## src/rtl/cpu_sequencer_if.sv

```systemverilog
// Bundle of the sequencer's control inputs and status outputs.
// master: the sequencer itself; slave: the datapath/memory side driving it.
interface cpu_sequencer_if #(
    parameter int OPW   = 4,
    parameter int CNT_W = 8
);
    logic [OPW-1:0]   opcode;
    logic             zero_flag;
    logic             mem_ack;
    logic             resume;
    logic [3:0]       state;
    logic             allow_up;
    logic             mem_req;
    logic             halted;
    logic             fault;
    logic [CNT_W-1:0] instr_count;

    modport master (
        input  opcode, zero_flag, mem_ack, resume,
        output state, allow_up, mem_req, halted, fault, instr_count
    );

    modport slave (
        output opcode, zero_flag, mem_ack, resume,
        input  state, allow_up, mem_req, halted, fault, instr_count
    );
endinterface

```

## src/rtl/cpu_sequencer.sv

```systemverilog
// Multi-cycle CPU control sequencer: fetch (PC/RAM/IR), decode (BUFFER),
// execute (REG_IN..ROM), jumps, halt with resume, and a sticky fault
// raised when memory fails to acknowledge within TIMEOUT cycles.
module cpu_sequencer #(
    parameter int             OPW     = 4,
    parameter logic [OPW-1:0] JUMP_OP = 4'hF,
    parameter logic [OPW-1:0] JZ_OP   = 4'hD,
    parameter logic [OPW-1:0] HALT_OP = 4'hE,
    parameter int             TIMEOUT = 8,
    parameter int             CNT_W   = 8
) (
    input  logic            clk,
    input  logic            rst,
    cpu_sequencer_if.master bus
);

    typedef enum logic [3:0] {
        S_IDLE    = 4'd0,
        S_PC      = 4'd1,
        S_RAM     = 4'd2,
        S_IR      = 4'd3,
        S_BUFFER  = 4'd4,
        S_REG_IN  = 4'd5,
        S_ALU     = 4'd6,
        S_ALU_OUT = 4'd7,
        S_REG_OUT = 4'd8,
        S_ROM     = 4'd9,
        S_JUMP    = 4'd10,
        S_HALT    = 4'd11,
        S_FAULT   = 4'd12
    } state_t;

    // Wide enough to hold TIMEOUT-1; at least one bit when TIMEOUT is 1.
    localparam int WW = (TIMEOUT > 1) ? $clog2(TIMEOUT) : 1;
    localparam logic [WW-1:0] WAIT_LAST = WW'(TIMEOUT - 1);

    state_t           state_reg, state_next;
    logic [WW-1:0]    wait_cnt_reg, wait_cnt_next;
    logic             allow_up_reg, allow_up_next;
    logic [CNT_W-1:0] instr_count_reg, instr_count_next;

    // State, memory wait counter, write-back enable and instruction counter registers.
    always_ff @(posedge clk or posedge rst) begin
        if (rst) begin
            state_reg       <= S_IDLE;
            wait_cnt_reg    <= '0;
            allow_up_reg    <= 1'b0;
            instr_count_reg <= '0;
        end else begin
            state_reg       <= state_next;
            wait_cnt_reg    <= wait_cnt_next;
            allow_up_reg    <= allow_up_next;
            instr_count_reg <= instr_count_next;
        end
    end

    // Next-state decode plus the counters and write-back enable updates.
    always_comb begin
        state_next       = state_reg;
        wait_cnt_next    = '0;
        allow_up_next    = allow_up_reg;
        instr_count_next = instr_count_reg;

        case (state_reg)
            S_IDLE:    state_next = S_PC;
            S_PC:      state_next = S_RAM;
            S_RAM: begin
                // Ack on the final allowed cycle still counts as success.
                if (bus.mem_ack) begin
                    state_next = S_IR;
                end else if (wait_cnt_reg == WAIT_LAST) begin
                    state_next = S_FAULT;
                end else begin
                    wait_cnt_next = wait_cnt_reg + 1'b1;
                end
            end
            S_IR:      state_next = S_BUFFER;
            S_BUFFER: begin
                if (bus.opcode == JUMP_OP) begin
                    state_next = S_JUMP;
                end else if (bus.opcode == JZ_OP) begin
                    // Untaken conditional jump skips execution entirely.
                    state_next = bus.zero_flag ? S_JUMP : S_ROM;
                end else if (bus.opcode == HALT_OP) begin
                    state_next = S_HALT;
                end else begin
                    state_next = S_REG_IN;
                end
            end
            S_REG_IN:  state_next = S_ALU;
            S_ALU:     state_next = S_ALU_OUT;
            S_ALU_OUT: state_next = S_REG_OUT;
            S_REG_OUT: state_next = S_ROM;
            S_ROM:     state_next = S_PC;
            S_JUMP:    state_next = S_RAM;
            S_HALT:    state_next = bus.resume ? S_PC : S_HALT;
            S_FAULT:   state_next = S_FAULT;
            default:   state_next = S_IDLE;
        endcase

        // Write-back is armed once the ALU result is out and dropped on the next fetch.
        if (state_reg == S_RAM) begin
            allow_up_next = 1'b0;
        end else if (state_reg == S_ALU_OUT) begin
            allow_up_next = 1'b1;
        end

        // Every decode counts, whatever the opcode turns out to be.
        if (state_reg == S_BUFFER) begin
            instr_count_next = instr_count_reg + 1'b1;
        end
    end

    assign bus.state       = state_reg;
    assign bus.allow_up    = allow_up_reg;
    assign bus.instr_count = instr_count_reg;
    assign bus.mem_req     = (state_reg == S_RAM);
    assign bus.halted      = (state_reg == S_HALT);
    assign bus.fault       = (state_reg == S_FAULT);

endmodule

```

## src/flat_wrapper.sv

```systemverilog
// flat-port wrapper written by rule: the top's interface ports become plain ports
module cpu_sequencer_flat 
#(
    parameter int             OPW     = 4,
    parameter logic [OPW-1:0] JUMP_OP = 4'hF,
    parameter logic [OPW-1:0] JZ_OP   = 4'hD,
    parameter logic [OPW-1:0] HALT_OP = 4'hE,
    parameter int             TIMEOUT = 8,
    parameter int             CNT_W   = 8
)
  (clk, rst, bus_opcode, bus_zero_flag, bus_mem_ack, bus_resume, bus_state, bus_allow_up, bus_mem_req, bus_halted, bus_fault, bus_instr_count);
  cpu_sequencer_if #(.OPW(OPW), .CNT_W(CNT_W)) bus_i ();
  input  logic clk;
  input  logic rst;
  input wire logic [$bits(bus_i.opcode)-1:0] bus_opcode;
  input wire logic [$bits(bus_i.zero_flag)-1:0] bus_zero_flag;
  input wire logic [$bits(bus_i.mem_ack)-1:0] bus_mem_ack;
  input wire logic [$bits(bus_i.resume)-1:0] bus_resume;
  output wire logic [$bits(bus_i.state)-1:0] bus_state;
  output wire logic [$bits(bus_i.allow_up)-1:0] bus_allow_up;
  output wire logic [$bits(bus_i.mem_req)-1:0] bus_mem_req;
  output wire logic [$bits(bus_i.halted)-1:0] bus_halted;
  output wire logic [$bits(bus_i.fault)-1:0] bus_fault;
  output wire logic [$bits(bus_i.instr_count)-1:0] bus_instr_count;
  assign bus_i.opcode = bus_opcode;
  assign bus_i.zero_flag = bus_zero_flag;
  assign bus_i.mem_ack = bus_mem_ack;
  assign bus_i.resume = bus_resume;
  assign bus_state = bus_i.state;
  assign bus_allow_up = bus_i.allow_up;
  assign bus_mem_req = bus_i.mem_req;
  assign bus_halted = bus_i.halted;
  assign bus_fault = bus_i.fault;
  assign bus_instr_count = bus_i.instr_count;
  cpu_sequencer #(.OPW(OPW), .JUMP_OP(JUMP_OP), .JZ_OP(JZ_OP), .HALT_OP(HALT_OP), .TIMEOUT(TIMEOUT), .CNT_W(CNT_W)) u_core (.clk(clk), .rst(rst), .bus(bus_i));
endmodule
```

## config.mk

```make
export PLATFORM = sky130hd
export DESIGN_NAME = cpu_sequencer_flat
export DESIGN_NICKNAME = d
export VERILOG_FILES = /design/src/rtl/cpu_sequencer_if.sv /design/src/rtl/cpu_sequencer.sv /design/src/flat_wrapper.sv
export SDC_FILE = /design/constraint.sdc
export NUM_CORES = 1
export LEC_CHECK = 0
export ABC_AREA = 1
export CORE_MARGIN = 1
export CORE_UTILIZATION = 29
export CTS_CLUSTER_SIZE = 16
export DETAILED_ROUTE_END_ITERATION = 8
export GPL_TIMING_DRIVEN = 0
export PLACE_DENSITY = 0.51
export SYNTH_ARGS = -nofsm -noshare
export SYNTH_HDL_FRONTEND = slang
export SYNTH_SLANG_ARGS = --single-unit
```

## constraint.sdc

```tcl
create_clock -name clk -period 1.21 [get_ports clk]
set_input_delay 0.1815 -clock clk [delete_from_list [all_inputs] [get_ports clk]]
set_output_delay 0.1815 -clock clk [all_outputs]
set_load 0.1 [all_outputs]
```

==> results.toml <==
[run_status]
status = "finished, violations left"
failed_checks = "setup timing"

[yosys]
synth-seq-area-share_pct = 41.2
syn_area_per_cell_sq_um = 7.15
synth_nets = 148
ys_types = 17
synth.top_cell.area_share_pct = 41.2
syn_inst = 136
synthesis.area_sq_um = 972
yosys_warnings = 0
ys_ff_latch = 16
yosys-top-cells-area = "dfrtp_1 41%, nand2_1 15%, inv_1 9.7%"
synth_area_leader_cell = "dfrtp_1"

[critical_path]
cp.required_ns = 1.03
critical_path_buf_inv_count = 2
worst_path_largest_cell_delay_ns = 0.53
crit_path_end_kind = "primary output"
cp_top_family = "flip-flops"
arrival_ns = 1.30
worstSetupStartpointType = "register"
critical_path_class = "reg2out"
crit_fanout = 4
crit_slowest_cell = "dfrtp_4"
crit_chain = "inv_6, nand2_4, nor2_4, buf_12"

[layout]
final_nets = 204
fin_area_sq_um = 1870
drive_above_1_share_pct = 52.9
largest_reg_flops = 8
finalNonFillerCells = 235
final_common_cell = "nand2_1"
nFillCells = 269
final_cell_mix = "30 x nand2_1, 19 x buf_4, 17 x inv_1"
num_antenna_cells = 0
syn_to_final_growth_pct = 92.5

[sta]
tns_ns = -3.49
worstMarginPinSlew_ns = 0.615
post-route-period-util_pct = 122
skew_ns = 0.00237
relSlewSlack_pct = 59.0
finalCriticalPeriod_ns = 1.48
rsz0062_at_grt = "yes"
setup_slack_ns = -0.269
hold_viol_final = 0
maxSlewViolCount = 0
setup_violations = 21
timing.fmax_mhz = 676

[global_route]
grt.overflow.total = 0
grt_pass1_wl_um = 4330
grt_pass1_vias = 994
grt_max_degree = 17
antenna_found_initial = 0
grtUsageTotal_pct = 16.5

[clock_tree]
cts_tree = "done"
clock_path_buffers = 2
hold_buffers = 0
numClockSinks = 16
cts_max_level = 1
clkLatencyLatePin_ns = 0.29
cts_root_buf = "clkbuf_4"
cts-buffers-inserted = 3
clkTransAtPathRegs_ns = 0.10

[power_and_ir_drop]
combPwrFrac_pct = 71.9
seq_power_share_pct = 20.8
peakVddDrop_uv = 1100
power.leakage_uw = 0.000902
switching_share_pct = 51.6
p_int_uw = 2420
p_per_area_nw_per_um2 = 2670
switchingPower_uw = 2580
clockPowerShare_pct = 7.3
power.total_uw = 5010

[placed_design]
place_area_sq_um = 1360
place.gp.congestion = 0.800
io_buffer_count = 24
dpl.hpwl_um = 1730
dp_cells = 204

[die]
die_area_sq_um = 3590
initial_core_util_pct = 31.1
die_w_um = 59.9
die_h_um = 59.9
rows = 20
design.core.area_sq_um = 3130
io_pins = 25

[drt]
drtAntennaViolNets = 0
drc = 0
via_count = 1057
avgViaCountPerCell = 4.50
drt_first_iter_violations = 24
drt-total-wl_um = 2770
post_drt_wl_per_cell_um = 11.8
dr.pass1.iters = 4

[worst_hold_path]
worst_hold_path_type = "in2async"

[run]
drv_cap = 0
[Yosys cell counts]
master	number
a21oi_1	3
dfrtp_1	16
ha_1	3
inv_1	25
inv_2	2
nand2_1	39
nand2_2	5
nand3_1	7
nand3_2	1
nand4_1	3
nor2_1	18
nor2_4	3
o211ai_1	2
o21ai_0	4
o21ai_1	1
xnor2_1	2
xor2_1	2
[stage by stage]
step	worst slack, ns	hold WS, ns	util [%]
6_report	-0.269	0.250	59.8
2_1_floorplan	-0.590	0.0952	-
5_1_grt	-0.323	0.318	59.8
4_1_cts	-0.276	0.295	53.1
3_3_place_gp	-1.06	0.424	43.6
3_5_place_dp	-1.06	0.426	43.6
[cells by family (layout without fill, tap and decap cells)]
group / after synthesis / in the layout / share of synthesized area (%)
adder cells (fa/ha/maj): 3 / 3 / 3.86
flip-flops: 16 / 16 / 41.2
AO/OA/AOI/OAI: 10 / 10 / 5.66
buffers and inverters: 27 / 82 / 10.4
XOR/XNOR: 4 / 4 / 3.60
AND/OR/NAND/NOR: 76 / 76 / 35.3
[worst register-to-register path: cells and delay by family (launching register included)]
| family | cells | cell delay [ns] |
|---|---|---|
| xor gates and xnor gates | 1 | 0.15 |
| buffers and inverters | 3 | 0.37 |
| DFF | 1 | 0.53 |
| and+or+nand+nor | 3 | 0.28 |
[metal layers]
layer	GRT usage [%]	vias up	routed length, um
met5	0	-	0
met4	7.31	0	48
met3	4.55	6	57
met1	21.2	515	1220
li1	-	523	-
met2	25.9	13	1440
[final timing paths]
| check | from | end | slack (ns) | cells after the start |
|---|---|---|---|---|
| min | rst | u_core.bus.instr_count[2] | 0.25 | 2 |
| max | u_core.bus.state[3] | bus_mem_req | -0.27 | 4 |
| max in group asynchronous | rst | u_core.bus.instr_count[4] | 0.50 | 2 |
| max reg2reg | u_core.bus.state[3] | u_core.bus.instr_count[4] | -0.22 | 7 |
| min reg2reg | u_core.wait_cnt_reg[0] | u_core.wait_cnt_reg[0] | 0.49 | 1 |
| min in group clk | u_core.wait_cnt_reg[0] | u_core.wait_cnt_reg[0] | 0.49 | 1 |
[what timing repair did]
action,4_1_cts,5_1_grt
pin swaps,10,13
endpoints found under the setup margin,25,30
resized for setup,147,31
endpoints found under the hold margin,0,0
buffers inserted,15,13
[power groups by stage]
stage | clock network [uW] | registers (uW) | logic [uW]
after floorplan | 0 | 1920 | 896
after global placement | 0 | 990 | 2340
after detailed placement | 0 | 994 | 2340
after CTS | 373 | 1020 | 3090
after global routing | 401 | 1060 | 3780
final | 366 | 1040 | 3600
[cell type report]
type | instances | area (sq um) | area share (%)
timing repair buffer | 51 | 597 | 31.9
sequential | 16 | 442 | 23.6
tap | 44 | 55.1 | 2.94
inverter | 27 | 121 | 6.48
multi-input combinational | 93 | 621 | 33.2
clock buffer | 4 | 36.3 | 1.94
(Power assumes the default switching activity.)
